--- src/rtl/video_counter_if.sv ---
// Pixel-enable and H/V count/sync bundle between the video counter and its consumers.
interface video_counter_if;
  logic       CLK_EN;
  logic [8:0] HCNT;
  logic [8:0] VCNT;
  logic       HRESET;
  logic       HRESET_N;
  logic       VRESET;
  logic       VRESET_N;
  logic       LINE_TICK;
  logic       FRAME_TICK;

  modport master (
    output CLK_EN,
    input  HCNT, VCNT, HRESET, HRESET_N, VRESET, VRESET_N, LINE_TICK, FRAME_TICK
  );

  modport slave (
    input  CLK_EN,
    output HCNT, VCNT, HRESET, HRESET_N, VRESET, VRESET_N, LINE_TICK, FRAME_TICK
  );
endinterface

--- src/rtl/video_counter.sv ---
// Synchronous H/V video counter chain with registered line/frame reset pulses and strobes,
// advancing once per pixel-enabled CLK_DRV edge.
module video_counter #(
  parameter int H_TOTAL = 455,
  parameter int V_TOTAL = 262
) (
  input  logic          CLK_DRV,
  input  logic          RESET,
  video_counter_if.slave vif
);

  if (H_TOTAL < 2 || H_TOTAL > 512) begin : g_bad_h_total
    $error("video_counter: H_TOTAL out of range 2..512");
  end
  if (V_TOTAL < 2 || V_TOTAL > 512) begin : g_bad_v_total
    $error("video_counter: V_TOTAL out of range 2..512");
  end

  localparam logic [8:0] H_LAST = 9'(H_TOTAL - 1);
  localparam logic [8:0] V_LAST = 9'(V_TOTAL - 1);

  logic [8:0] hcnt_q, hcnt_d;
  logic [8:0] vcnt_q, vcnt_d;
  logic       hreset_q, hreset_d;
  logic       hreset_n_q, hreset_n_d;
  logic       vreset_q, vreset_d;
  logic       vreset_n_q, vreset_n_d;
  logic       line_tick_q, line_tick_d;
  logic       frame_tick_q, frame_tick_d;
  logic       h_term_s;
  logic       v_term_s;

  assign h_term_s = (hcnt_q == H_LAST);
  assign v_term_s = (vcnt_q == V_LAST);

  // Strobes default low so they last exactly one CLK_DRV cycle whatever the enable duty.
  always_comb begin
    hcnt_d       = hcnt_q;
    vcnt_d       = vcnt_q;
    hreset_d     = hreset_q;
    hreset_n_d   = hreset_n_q;
    vreset_d     = vreset_q;
    vreset_n_d   = vreset_n_q;
    line_tick_d  = 1'b0;
    frame_tick_d = 1'b0;
    if (vif.CLK_EN) begin
      hcnt_d       = h_term_s ? 9'd0 : hcnt_q + 9'd1;
      hreset_d     = h_term_s;
      hreset_n_d   = ~h_term_s;
      line_tick_d  = h_term_s;
      frame_tick_d = h_term_s & v_term_s;
      if (h_term_s) begin
        vcnt_d     = v_term_s ? 9'd0 : vcnt_q + 9'd1;
        vreset_d   = v_term_s;
        vreset_n_d = ~v_term_s;
      end else begin
        vcnt_d     = vcnt_q;
      end
    end else begin
      hcnt_d = hcnt_q;
    end
  end

  always_ff @(posedge CLK_DRV or posedge RESET) begin
    if (RESET) begin
      hcnt_q       <= 9'd0;
      vcnt_q       <= 9'd0;
      hreset_q     <= 1'b0;
      hreset_n_q   <= 1'b1;
      vreset_q     <= 1'b0;
      vreset_n_q   <= 1'b1;
      line_tick_q  <= 1'b0;
      frame_tick_q <= 1'b0;
    end else begin
      hcnt_q       <= hcnt_d;
      vcnt_q       <= vcnt_d;
      hreset_q     <= hreset_d;
      hreset_n_q   <= hreset_n_d;
      vreset_q     <= vreset_d;
      vreset_n_q   <= vreset_n_d;
      line_tick_q  <= line_tick_d;
      frame_tick_q <= frame_tick_d;
    end
  end

  assign vif.HCNT       = hcnt_q;
  assign vif.VCNT       = vcnt_q;
  assign vif.HRESET     = hreset_q;
  assign vif.HRESET_N   = hreset_n_q;
  assign vif.VRESET     = vreset_q;
  assign vif.VRESET_N   = vreset_n_q;
  assign vif.LINE_TICK  = line_tick_q;
  assign vif.FRAME_TICK = frame_tick_q;

endmodule

--- src/flat_wrapper.sv ---
// flat-port wrapper written by rule: the top's interface ports become plain ports
module video_counter_flat 
#(
  parameter int H_TOTAL = 455,
  parameter int V_TOTAL = 262
)
  (CLK_DRV, RESET, vif_CLK_EN, vif_HCNT, vif_VCNT, vif_HRESET, vif_HRESET_N, vif_VRESET, vif_VRESET_N, vif_LINE_TICK, vif_FRAME_TICK);
  video_counter_if vif_i ();
  input  logic CLK_DRV;
  input  logic RESET;
  input wire logic [$bits(vif_i.CLK_EN)-1:0] vif_CLK_EN;
  output wire logic [$bits(vif_i.HCNT)-1:0] vif_HCNT;
  output wire logic [$bits(vif_i.VCNT)-1:0] vif_VCNT;
  output wire logic [$bits(vif_i.HRESET)-1:0] vif_HRESET;
  output wire logic [$bits(vif_i.HRESET_N)-1:0] vif_HRESET_N;
  output wire logic [$bits(vif_i.VRESET)-1:0] vif_VRESET;
  output wire logic [$bits(vif_i.VRESET_N)-1:0] vif_VRESET_N;
  output wire logic [$bits(vif_i.LINE_TICK)-1:0] vif_LINE_TICK;
  output wire logic [$bits(vif_i.FRAME_TICK)-1:0] vif_FRAME_TICK;
  assign vif_i.CLK_EN = vif_CLK_EN;
  assign vif_HCNT = vif_i.HCNT;
  assign vif_VCNT = vif_i.VCNT;
  assign vif_HRESET = vif_i.HRESET;
  assign vif_HRESET_N = vif_i.HRESET_N;
  assign vif_VRESET = vif_i.VRESET;
  assign vif_VRESET_N = vif_i.VRESET_N;
  assign vif_LINE_TICK = vif_i.LINE_TICK;
  assign vif_FRAME_TICK = vif_i.FRAME_TICK;
  video_counter #(.H_TOTAL(H_TOTAL), .V_TOTAL(V_TOTAL)) u_core (.CLK_DRV(CLK_DRV), .RESET(RESET), .vif(vif_i));
endmodule
--- config.mk ---
export PLATFORM = sky130hd
export DESIGN_NAME = video_counter_flat
export DESIGN_NICKNAME = d
export VERILOG_FILES = /design/src/rtl/video_counter_if.sv /design/src/rtl/video_counter.sv /design/src/flat_wrapper.sv
export SDC_FILE = /design/constraint.sdc
export NUM_CORES = 1
export LEC_CHECK = 0
export CORE_MARGIN = 5
export CORE_UTILIZATION = 52
export CTS_CLUSTER_DIAMETER = 200
export DETAILED_ROUTE_END_ITERATION = 10
export GPL_TIMING_DRIVEN = 1
export PLACE_DENSITY = 0.93
export SLEW_MARGIN = 30
export SYNTH_ARGS = -nofsm -noshare
export SYNTH_HDL_FRONTEND = slang
export SYNTH_SLANG_ARGS = --single-unit
--- constraint.sdc ---
create_clock -name CLK_DRV -period 3.6 [get_ports CLK_DRV]
set_clock_uncertainty 0.1 [all_clocks]
set_input_delay 0.72 -clock CLK_DRV [delete_from_list [all_inputs] [get_ports CLK_DRV]]
set_output_delay 0.72 -clock CLK_DRV [all_outputs]
set_load 0.005 [all_outputs]
* After elaboration in Yosys (flattened, before gate mapping)
Cells that the tools add are included.
** Word-level totals
- Output and inout port bits :: 24
- Input bits :: 3
- Bits in registers :: 24
- Logic and storage cells :: 20
** Cells by class
- Bitwise gates (word level) :: 3
- Multiplexer cells :: 4
- $add $sub $neg :: 2
- Reduce and logical (&&, ||, !) cells :: 1
- Equal/unequal tests :: 2
** Operator list (number)
- 9-bit by 1-bit adder with 9-bit output, second input constant :: 2
- 9-bit equality test, second input constant :: 2
- 9-bit 2-to-1 mux :: 2
- 1-bit 2-to-1 mux :: 2
- 1-bit inverter :: 2
- 2-bit AND reduction :: 1
- 1-bit AND :: 1

* Depth between registers and ports, before layout
Gate-level depths: netlist (run 1).
- Depth in word-level cells :: 3
- Gate-level depth with buffers :: 8
- Depth with buffers taken out :: 7

* Worst setup path before layout (run 1)
No wires, ideal clock.
- Path type :: flip-flop to flip-flop
- From :: reg u_core.hcnt_q[0], in the netlist u_core.vif.HCNT[0]
- To :: reg u_core.vcnt_q[1], in the netlist u_core.vif.VCNT[1]
- Setup slack :: 1.904 ns
- Cell stages (with the launch flop) :: 8
- Clock period less this slack :: 1.696 ns
- Buffers on the path :: 1
- Library setup time :: 0.074 ns
- Data arrival time :: 1.522 ns
- Data required time :: 3.426 ns
- Cells stage by stage :: dfrtp_1 inv_1 ha_1 nor4b_4 nand4_2 buf_6 or3_1 o21ai_2
** On the way
- Word-level cells in the longest chain between the ends :: 2
** Ends and longest elaborated chain
- from (decl) :: RTL line video_counter.sv:22 : logic [8:0] hcnt_q, hcnt_d;
- from (signal assigned) :: RTL line video_counter.sv:75 : hcnt_q <= hcnt_d;
- 9-bit equality test :: RTL line video_counter.sv:33 : assign h_term_s = (hcnt_q == H_LAST);
- 2-bit AND reduction (no line)
- to (signal assigned) :: RTL line video_counter.sv:76 : vcnt_q <= vcnt_d;
- to (decl) :: RTL line video_counter.sv:23 : logic [8:0] vcnt_q, vcnt_d;
No other way between the ends.
A chain may end at the register's enable or synchronous reset.

* Final worst setup path (run 1)
- From :: in vif_CLK_EN
- To :: reg u_core.vcnt_q[6], in the netlist u_core.vif.VCNT[6]
** On the way
- Word-level cells in the longest chain between the ends :: 1
** Ends and longest elaborated chain
- from (decl) :: RTL line flat_wrapper.sv:11 : input wire logic [$bits(vif_i.CLK_EN)-1:0] vif_CLK_EN;
- 2-bit AND reduction (no line)
No other way between the ends.

==> impl_metrics.csv, run 1 <==
group,metric,value,unit
sta,maxSlewViolCount,0,
final_layout,multi_input_area,484,sq um
clocking,root_buffer,"clkbuf_4",
sta,finalCritPeriodShare,0.668,
final_layout,post_route_cells_drive_above_1_share,0.100,
synthesis,syn_nets,110,
die,core_area,0.00215,sq mm
global_routing,track_usage,0.144,
place,gp_congestion,0.798,
worst_hold_path,holdCritPathClass,"reg -> reg",
synthesis,synth_seq_cells,24,
final_layout,postLayoutCoreUtil,0.671,
route,via_per_inst,5.40,
final_layout,final_common_cell,"clkdlybuf4s50_1",
final_layout,final_cell_mix,"clkdlybuf4s50_1, dfrtp_1, nor2_1, xnor2_1, nand4_1",
synthesis,ys_seq_area_frac,0.532,
sta,setup-tns-final,0,ns
clocking,cts-buffers-inserted,3,
clocking,cts_max_path_buffers,2,
route,ant_nets,0,
synthesis,synthCells,103,
setup_path,cp_cell_sequence,"clkdlybuf4s50_1 -> nand4_2 -> inv_1 -> nand4_1 -> xnor2_1",
final_layout,stdcell_count,158,
setup_path,worst-path-buf-inv,2,
global_routing,grt_pass1_wl,3.78,mm
clocking,cts_hold_buf,0,
synthesis,syn-cell-area,0.00113,sq mm
global_routing,overflow,0,
place,hpwl,1.61,mm
run_status,status,"finished, final reports clean",
route,detail_route.wl_per_cell,13.7,um
sta,layout_min_cycle_time,2.40,ns
clocking,clock-sinks,24,
clocking,post_cts.repair.setup_buffers,0,
place,io_buffers,26,
die,die_x,56.7,um
route,drt_pass1_iterations,4,
setup_path,path_class,"in -> reg",
synthesis,async_reset_ff_frac,1.00,
route,wl,2.17,mm
power,power_frac_comb,0.253,
clocking,htreeDepth,1,
place,place_area,0.00141,sq mm
die,die_area,0.00321,sq mm
die,start_util,0.528,
synthesis,synth.area.top_cells,"dfrtp_1, xnor2_1, dfstp_2",
power,seqPwrFrac,0.548,
sta,grt_setup_unrepaired,"false",
setup_path,startpoint_type,"primary input",
setup_path,cp-end-kind,"flop",
die,std_cell_rows,17,
sta,max_freq,0.416,GHz
power,clkPwrFrac,0.198,
sta,worstMarginPinSlew,0.489,ns
final_layout,seq_area,603,sq um
final_layout,area_growth,27.2,%
power,powerDensity,472,mW/mm^2
power,peakVddDrop,0.420,mV
synthesis,avgSynthCellArea,11.0,sq um
global_routing,grt_start_max_net_pins,25,
setup_path,worst_ep_arrival_time,2.51,ns
place,dp_cells,154,
power,p_int,0.476,mW
power,leakagePower,0.666,nW
power,swShare,0.302,
global_routing,grt_antenna_before_repair,0,
synthesis,yosysTopAreaCellShare,0.486,
clocking,clkLatencyLatePin,0.30,ns
route,first_iter_violations,11,
clocking,clk_pin_slew,0.12,ns
final_layout,final_area,0.00144,sq mm
synthesis,synth_top_cell_by_area,"dfrtp_1",
power,switchingPower,0.205,mW
final_layout,diodes,0,
setup_path,critPathTopFamily,"buffers and inverters",
final_layout,nNetsFinal,138,
synthesis,ys_types,31,
setup_path,crit_required,3.70,ns
route,vias,853,
setup_path,crit_path_max_fanout,16,
sta,finalHoldViolCount,0,
synthesis,ys_warn_count,0,
sta,hold_ws,0.408,ns
setup_path,critical-path-max-stage-delay,0.68,ns
route,drcViolationCount,0,
run,cap_violations,0,
sta,relSlewSlack,0.674,
final_layout,fillers,166,
die,die_height,56.7,um
die,io_pins,27,
synthesis,yosys_most_used_dff,"dfrtp_1",
clocking,cts_tree,"built",
sta,setup-violations-final,0,
clocking,ctsResizeCount,0,
synthesis,synth_edf_count,0,
global_routing,grt_pass1_vias,893,
setup_path,crit_path_top_delay_cell,"clkdlybuf4s50_1",
-- synthesized netlist by cell type, types with 2 or more instances --
| master | number |
|---|---|
| dfrtp_1 | 22 |
| xor2_1 | 3 |
| ha_1 | 4 |
| a21o_2 | 2 |
| or3_1 | 2 |
| nand4_1 | 7 |
| xnor2_1 | 8 |
| o21ai_0 | 4 |
| a21o_1 | 2 |
| nor3_1 | 2 |
| and3_1 | 3 |
| nor2_1 | 13 |
| a21oi_1 | 2 |
| nor4b_1 | 2 |
| dfstp_2 | 2 |
| inv_1 | 6 |
| nand2_1 | 5 |
-- worst reg2reg max path, stage by stage (launching register included) --
cell	delay, ns
dfrtp_1	0.47
inv_1	0.09
ha_1	0.14
nor4b_4	0.22
nand4_2	0.25
inv_1	0.46
nand4_1	0.20
xnor2_1	0.16
-- state kept, by name, indices dropped and copies added (netlist names) --
register,flops
u_core.vif.FRAME_TICK,1
u_core.vif.HCNT,9
u_core.vif.HRESET,1
u_core.vif.HRESET_N,1
u_core.vif.LINE_TICK,1
u_core.vif.VCNT,9
u_core.vif.VRESET,1
u_core.vif.VRESET_N,1
-- per-layer routing --
layer,up-vias,part of all wire,global-route usage
li1,410,-,-
met1,403,0.41,0.179
met2,34,0.51,0.249
met3,6,0.061,0.0276
met4,0,0.012,0.0475
met5,-,0,0
-- path summary, 6_finish.rpt --
check	startpoint	endpoint	slack [ns]	cells after the start
worst max-delay path	vif_CLK_EN	u_core.vif.VCNT[6]	1.20	5
worst min-delay path	u_core.vif.HRESET_N	u_core.vif.HRESET_N	0.41	2
worst max register to register	u_core.vif.HCNT[0]	u_core.vif.VCNT[6]	1.40	7
worst min register to register	u_core.vif.HRESET_N	u_core.vif.HRESET_N	0.41	2
max in group asynchronous	RESET	u_core.vif.HRESET_N	2.39	2
min in group asynchronous	RESET	u_core.vif.LINE_TICK	0.66	2
-- layout make-up --
class                      count  area share
multi-input combinational     70       0.336
clock buffer                   4      0.0252
tap                           28      0.0243
inverter                       6      0.0156
timing repair buffer          26       0.181
sequential                    24       0.418
-- power groups by stage --
stage	combinational [mW]	sequential [mW]	clock (mW)
floorplan	0.0854	0.369	0
global placement	0.172	0.376	0
detailed placement	0.175	0.377	0
CTS	0.177	0.374	0.140
global route	0.194	0.383	0.150
finish	0.172	0.373	0.135
-- cell families (layout without fill, tap and decap cells) --
group | Yosys count | in the layout | synth area share
AOI/OAI and AO/OA | 14 | 14 | 0.0828
adders and majority gates | 4 | 4 | 0.0442
buffers and inverters | 9 | 36 | 0.0408
xor gates and xnor gates | 11 | 11 | 0.0850
and+or+nand+nor | 41 | 41 | 0.215
DFF | 24 | 24 | 0.532
-- through the flow --
step,setup slack (ns),power [mW]
finish,1.20,0.681
global route,1.04,0.726
CTS,1.21,0.691
detailed placement,0.863,0.552
global placement,0.931,0.548
floorplan,1.90,0.455
Power figures use the tool's default switching activity.
==> inputs of run 2 (changes only) <==
--- a/config.mk
+++ b/config.mk
@@ -6,11 +6,11 @@
 export NUM_CORES = 1
 export LEC_CHECK = 0
 export CORE_MARGIN = 5
-export CORE_UTILIZATION = 52
+export CORE_UTILIZATION = 43
 export CTS_CLUSTER_DIAMETER = 200
 export DETAILED_ROUTE_END_ITERATION = 10
 export GPL_TIMING_DRIVEN = 1
-export PLACE_DENSITY = 0.93
+export PLACE_DENSITY = 0.83
 export SLEW_MARGIN = 30
 export SYNTH_ARGS = -nofsm -noshare
 export SYNTH_HDL_FRONTEND = slang
==> constraint.sdc (replaced) <==
create_clock -name CLK_DRV -period 2 [get_ports CLK_DRV]
set_clock_uncertainty 0.1 [all_clocks]
set_input_delay 0.4 -clock CLK_DRV [delete_from_list [all_inputs] [get_ports CLK_DRV]]
set_output_delay 0.4 -clock CLK_DRV [all_outputs]
set_load 0.005 [all_outputs]
==> run 2 against run 1 <==
Net effect:
- utilization down 7.2 points
- non-clock buffer count up 7
- first-iteration DRC count down 9.1%
- sequential cell count unchanged
- die area up 17%
- critical path depth down 4
- combinational power up 120%
- worst setup slack worse by 1.1 ns
- sequential power up 73%
- global-route usage down 0.94 points
- clock-buffer cell count unchanged
- clock power up 87%
==> impl_metrics.csv, run 2 (synthesized netlist as in run 1, its figures left out) <==
group,metric,value,unit
clocking,htreeDepth,1,
setup_path,cp_cell_sequence,"clkdlybuf4s50_1",
clocking,root_buffer,"clkbuf_4",
global_routing,grt_use_met3,0.0273,
power,seqPwrFrac,0.505,
final_layout,final_common_cell,"clkdlybuf4s50_1",
sta,grt_setup_unrepaired,"false",
sta,maxSlewViolCount,0,
place,io_buffers,26,
sta,layout_min_cycle_time,1.88,ns
setup_path,worst_ep_arrival_time,1.38,ns
setup_path,rr_endpoint,"u_core.vif.VCNT[1]",
setup_path,path_class,"reg -> out",
die,die_height,61.3,um
place,gp_congestion,0.791,
setup_path,crit_path_max_fanout,7,
clocking,clk_pin_slew,0.13,ns
global_routing,gr-max-usage-layer,"met2",
final_layout,stdcell_count,167,
global_routing,grt_start_max_net_pins,25,
setup_path,critPathTopFamily,"buffers and inverters",
final_layout,area_growth,32.0,%
power,clkPwrFrac,0.197,
global_routing,track_usage,0.135,
setup_path,crit_path_top_delay_cell,"clkdlybuf4s50_1",
clocking,cts_tree,"built",
die,io_pins,27,
route,ant_nets,0,
global_routing,met2_usage,0.248,
setup_path,reg2reg_slack,0.21,ns
route,vias,873,
die,core_area,0.00250,sq mm
power,power.total,1.28,mW
global_routing,grtUsageMet1,0.156,
setup_path,reg2reg_from,"u_core.vif.HCNT[0]",
die,std_cell_rows,18,
clocking,cts_hold_buf,0,
global_routing,grt_pass1_wl,3.76,mm
final_layout,fillers,227,
run,cap_violations,0,
setup_path,cp-end-kind,"output port",
power,power_frac_comb,0.299,
die,die_area,0.00376,sq mm
sta,hold_ws,0.321,ns
clocking,cts-buffers-inserted,3,
setup_path,startpoint_type,"flop",
place,dp_cells,163,
global_routing,overflow,0,
global_routing,grt_pass1_vias,871,
route,via_per_inst,5.23,
clocking,cts_max_path_buffers,2,
final_layout,diodes,0,
setup_path,worst-path-buf-inv,1,
clocking,clock-sinks,24,
route,wl,2.37,mm
place,place_ws,0.159,ns
power,switchingPower,0.394,mW
route,drcViolationCount,0,
power,swShare,0.307,
die,die_x,61.3,um
sta,worstMarginPinSlew,0.327,ns
clocking,clkLatencyLatePin,0.31,ns
sta,fin_ws,0.121,ns
run_status,status,"finished, final reports clean",
sta,setup-violations-final,0,
power,powerDensity,857,mW/mm^2
route,first_iter_violations,10,
setup_path,crit_required,1.50,ns
place,hpwl,1.76,mm
final_layout,post_route_cells_drive_above_1_share,0.139,
power,peakVddDrop,0.769,mV
power,leakagePower,0.700,nW
setup_path,critical-path-max-stage-delay,0.56,ns
sta,finalHoldViolCount,0,
worst_hold_path,holdCritPathClass,"in -> async",
route,detail_route.wl_per_cell,14.2,um
setup_path,ff2ff_path_depth,7,
power,p_int,0.889,mW
die,start_util,0.453,
sta,setup-tns-final,0,ns
sta,relSlewSlack,0.779,
clocking,post_cts.repair.setup_buffers,0,
sta,max_freq,0.532,GHz
final_layout,nNetsFinal,145,
sta,finalCritPeriodShare,0.940,
final_layout,final_cell_mix,"clkdlybuf4s50_1, dfrtp_1, nor2_1, xnor2_1",
route,drt_pass1_iterations,4,
clocking,ctsResizeCount,0,
global_routing,grt_antenna_before_repair,0,
[run 2: cell count changes in the layout (fill, tap and decap cells not counted)]
cell / before / now
inv_1: 5 / 6
buf_4: 0 / 7
inv_2: 1 / 0
[run 2: how the worst max path moves through the flow]
stage                            start  slack (ns)                 end  cells past startpoint
floorplan           u_core.vif.HCNT[0]        0.30  u_core.vif.VCNT[1]                      7
global placement            vif_CLK_EN        0.20  u_core.vif.VCNT[1]                      5
detailed placement          vif_CLK_EN        0.16  u_core.vif.VCNT[1]                      5
CTS                 u_core.vif.HCNT[2]        0.10         vif_HCNT[2]                      1
global route        u_core.vif.HCNT[2]        0.04         vif_HCNT[2]                      1
finish              u_core.vif.HCNT[2]        0.12         vif_HCNT[2]                      1
[run 2: metrics by stage]
stage                util  area (sq um)
floorplan               -          1130
detailed placement  0.584          1460
global route        0.599          1500
global placement    0.584          1460
CTS                 0.599          1500
finish              0.599          1500
[run 2: area by class of cell]
class | instances | area, sq um | share of cell area
inverter | 6 | 22.5 | 0.0151
timing repair buffer | 33 | 313 | 0.209
tap | 30 | 37.5 | 0.0251
multi-input combinational | 70 | 484 | 0.324
sequential | 24 | 603 | 0.403
clock buffer | 4 | 36.3 | 0.0242
[run 2: worst register-to-register path, cell delays in order, from the launching register on]
cell,delay (ns)
dfrtp_1,0.40
inv_1,0.06
ha_1,0.17
nor4b_4,0.25
nand4_2,0.14
buf_4,0.19
or3_1,0.37
o21ai_2,0.06
[run 2: per-layer routing]
layer	part of all wire	up-vias
met5	0	-
met3	0.050	2
met4	0.0038	0
met1	0.43	424
li1	-	427
met2	0.52	20
[run 2: power by group through the flow]
stage | logic (mW) | registers, mW | clock network, mW
2_1_floorplan | 0.154 | 0.664 | 0
3_3_place_gp | 0.371 | 0.650 | 0
3_5_place_dp | 0.388 | 0.653 | 0
4_1_cts | 0.393 | 0.646 | 0.262
5_1_grt | 0.422 | 0.659 | 0.281
6_report | 0.383 | 0.647 | 0.252
==> inputs of run 3 (changes only) <==
--- a/config.mk
+++ b/config.mk
@@ -6,11 +6,12 @@
 export NUM_CORES = 1
 export LEC_CHECK = 0
 export CORE_MARGIN = 5
-export CORE_UTILIZATION = 43
+export CORE_UTILIZATION = 54
 export CTS_CLUSTER_DIAMETER = 200
 export DETAILED_ROUTE_END_ITERATION = 10
+export DONT_BUFFER_PORTS = 1
 export GPL_TIMING_DRIVEN = 1
-export PLACE_DENSITY = 0.83
+export PLACE_DENSITY = 0.82
 export SLEW_MARGIN = 30
 export SYNTH_ARGS = -nofsm -noshare
 export SYNTH_HDL_FRONTEND = slang
==> run 3 against run 2 <==
Net effect:
- final cell count fell by 19%
- highest routed layer unchanged
- largest cell class unchanged
- worst hold slack got worse by 0.25 ns
- via count fell by 7.8%
- sequential cell count did not move
- clock-buffer cell count fell by 1
- register-to-register slack barely moved
- non-clock buffer count fell by 28
- fmax rose by 4.3%
- combinational power fell by 36%
- sequential power rose by 2%
==> impl_metrics.csv, run 3 (synthesized netlist as in run 1, its figures left out) <==
group,metric,value,unit
run,cap_violations,0,
die,core_area,0.00198,sq mm
route,drt_pass1_iterations,4,
global_routing,grt_pass1_wl,3.88,mm
setup_path,worst_ep_arrival_time,1.91,ns
place,io_buffers,0,
route,via_per_inst,5.92,
sta,hold_ws,0.0706,ns
clocking,clock-sinks,24,
sta,worstMarginPinSlew,0.546,ns
power,leakagePower,0.600,nW
place,hpwl,1.60,mm
power,power.total,1.25,mW
run_status,status,"finished, final reports clean",
final_layout,diodes,0,
setup_path,crit_path_top_delay_cell,"dfrtp_1",
sta,relSlewSlack,0.636,
route,dr_wl_met3,204,um
die,io_pins,27,
final_layout,fillers,158,
clocking,clkLatencyLatePin,0.31,ns
route,vias,805,
setup_path,critical-path-max-stage-delay,0.49,ns
global_routing,grt_pass1_vias,784,
die,std_cell_rows,16,
sta,grt_setup_unrepaired,"false",
sta,maxSlewViolCount,0,
sta,max_freq,0.555,GHz
final_layout,nNetsFinal,117,
setup_path,startpoint_type,"flop",
place,place_area,0.00117,sq mm
power,powerDensity,1010,mW/mm^2
setup_path,critPathTopFamily,"simple AND/OR/NAND/NOR gates",
route,ant_nets,0,
setup_path,path_class,"reg -> reg",
clocking,cts_tree,"built",
clocking,root_buffer,"clkbuf_4",
final_layout,area_growth,9.05,%
setup_path,worst-path-buf-inv,1,
route,detail_route.wl_per_cell,16.1,um
global_routing,track_usage,0.151,
final_layout,postLayoutCoreUtil,0.624,
clocking,cts-buffers-inserted,3,
final_layout,post_route_cells_drive_above_1_share,0.156,
clocking,post_cts.repair.setup_buffers,0,
sta,layout_min_cycle_time,1.80,ns
die,die_height,55.8,um
setup_path,cp-end-kind,"flop",
global_routing,grt_start_max_net_pins,16,
route,wl,2.19,mm
final_layout,final_common_cell,"dfrtp_1",
setup_path,cp_cell_sequence,"nor4b_4 -> nand4_2 -> inv_2 -> nand4_1 -> xnor2_1",
route,dr_wl_met2,1.04,mm
route,drcViolationCount,0,
setup_path,crit_required,2.10,ns
worst_hold_path,holdCritPathClass,"in -> reg",
route,top_layer,"met4",
setup_path,crit_path_max_fanout,11,
die,die_x,55.8,um
sta,setup-tns-final,0,ns
power,peakVddDrop,0.669,mV
clocking,cts_max_path_buffers,2,
place,gp_congestion,0.886,
route,wl_met1,946,um
final_layout,final_cell_mix,"dfrtp_1, nor2_1, xnor2_1, nand4_1",
sta,finalHoldViolCount,0,
clocking,htreeDepth,1,
final_layout,final_area,0.00124,sq mm
route,first_iter_violations,22,
global_routing,overflow,0,
sta,setup-violations-final,0,
die,die_area,0.00312,sq mm
global_routing,grt_antenna_before_repair,0,
clocking,clk_pin_slew,0.13,ns
die,start_util,0.572,
sta,finalCritPeriodShare,0.901,
## run 3: stage by stage
stage               cells  worst slack, ns
floorplan             103            0.304
global placement      131            0.218
detailed placement    131            0.181
CTS                   136            0.147
global route          136           0.0292
finish                136            0.197
## run 3: cell type report
type                    count  area (sq um)  share of cell area
clock buffers               3          22.5              0.0182
clock inverters             1          30.0              0.0243
inverters                   6          22.5              0.0182
multi-input cells          70           484               0.392
flip-flops and latches     24           603               0.488
well taps                  27          33.8              0.0273
repair buffers              5          40.0              0.0324
## run 3: layer usage
metal  vias to the layer above  GRT usage
met5                         -          0
met4                         0     0.0305
met3                         2     0.0650
met2                        32      0.238
met1                       401      0.194
li1                        370          -
## run 3: power breakdown
group / internal [mW] / switching, mW / total (mW)
registers: 0.549 / 0.108 / 0.657
logic: 0.120 / 0.127 / 0.247
clock network: 0.202 / 0.142 / 0.345
total: 0.872 / 0.377 / 1.25
## run 3: what timing repair did
action,in CTS,in global routing
hold buffers,1,0
endpoints found under the setup margin,0,2
resized for setup,0,1
endpoints found under the hold margin,12,0
## run 3: worst paths after layout
kind / startpoint / slack, ns / depth (start not counted) / to
worst max-delay path: u_core.vif.HCNT[3] / 0.20 / 5 / u_core.vif.VCNT[4]
worst min-delay path: vif_CLK_EN / 0.07 / 1 / u_core.vif.HCNT[1]
worst max register to register: u_core.vif.HCNT[3] / 0.20 / 5 / u_core.vif.VCNT[4]
worst min register to register: u_core.vif.HRESET_N / 0.41 / 2 / u_core.vif.HRESET_N
max in group asynchronous: RESET / 0.79 / 3 / u_core.vif.HCNT[3]
min in group asynchronous: RESET / 0.46 / 2 / u_core.vif.FRAME_TICK
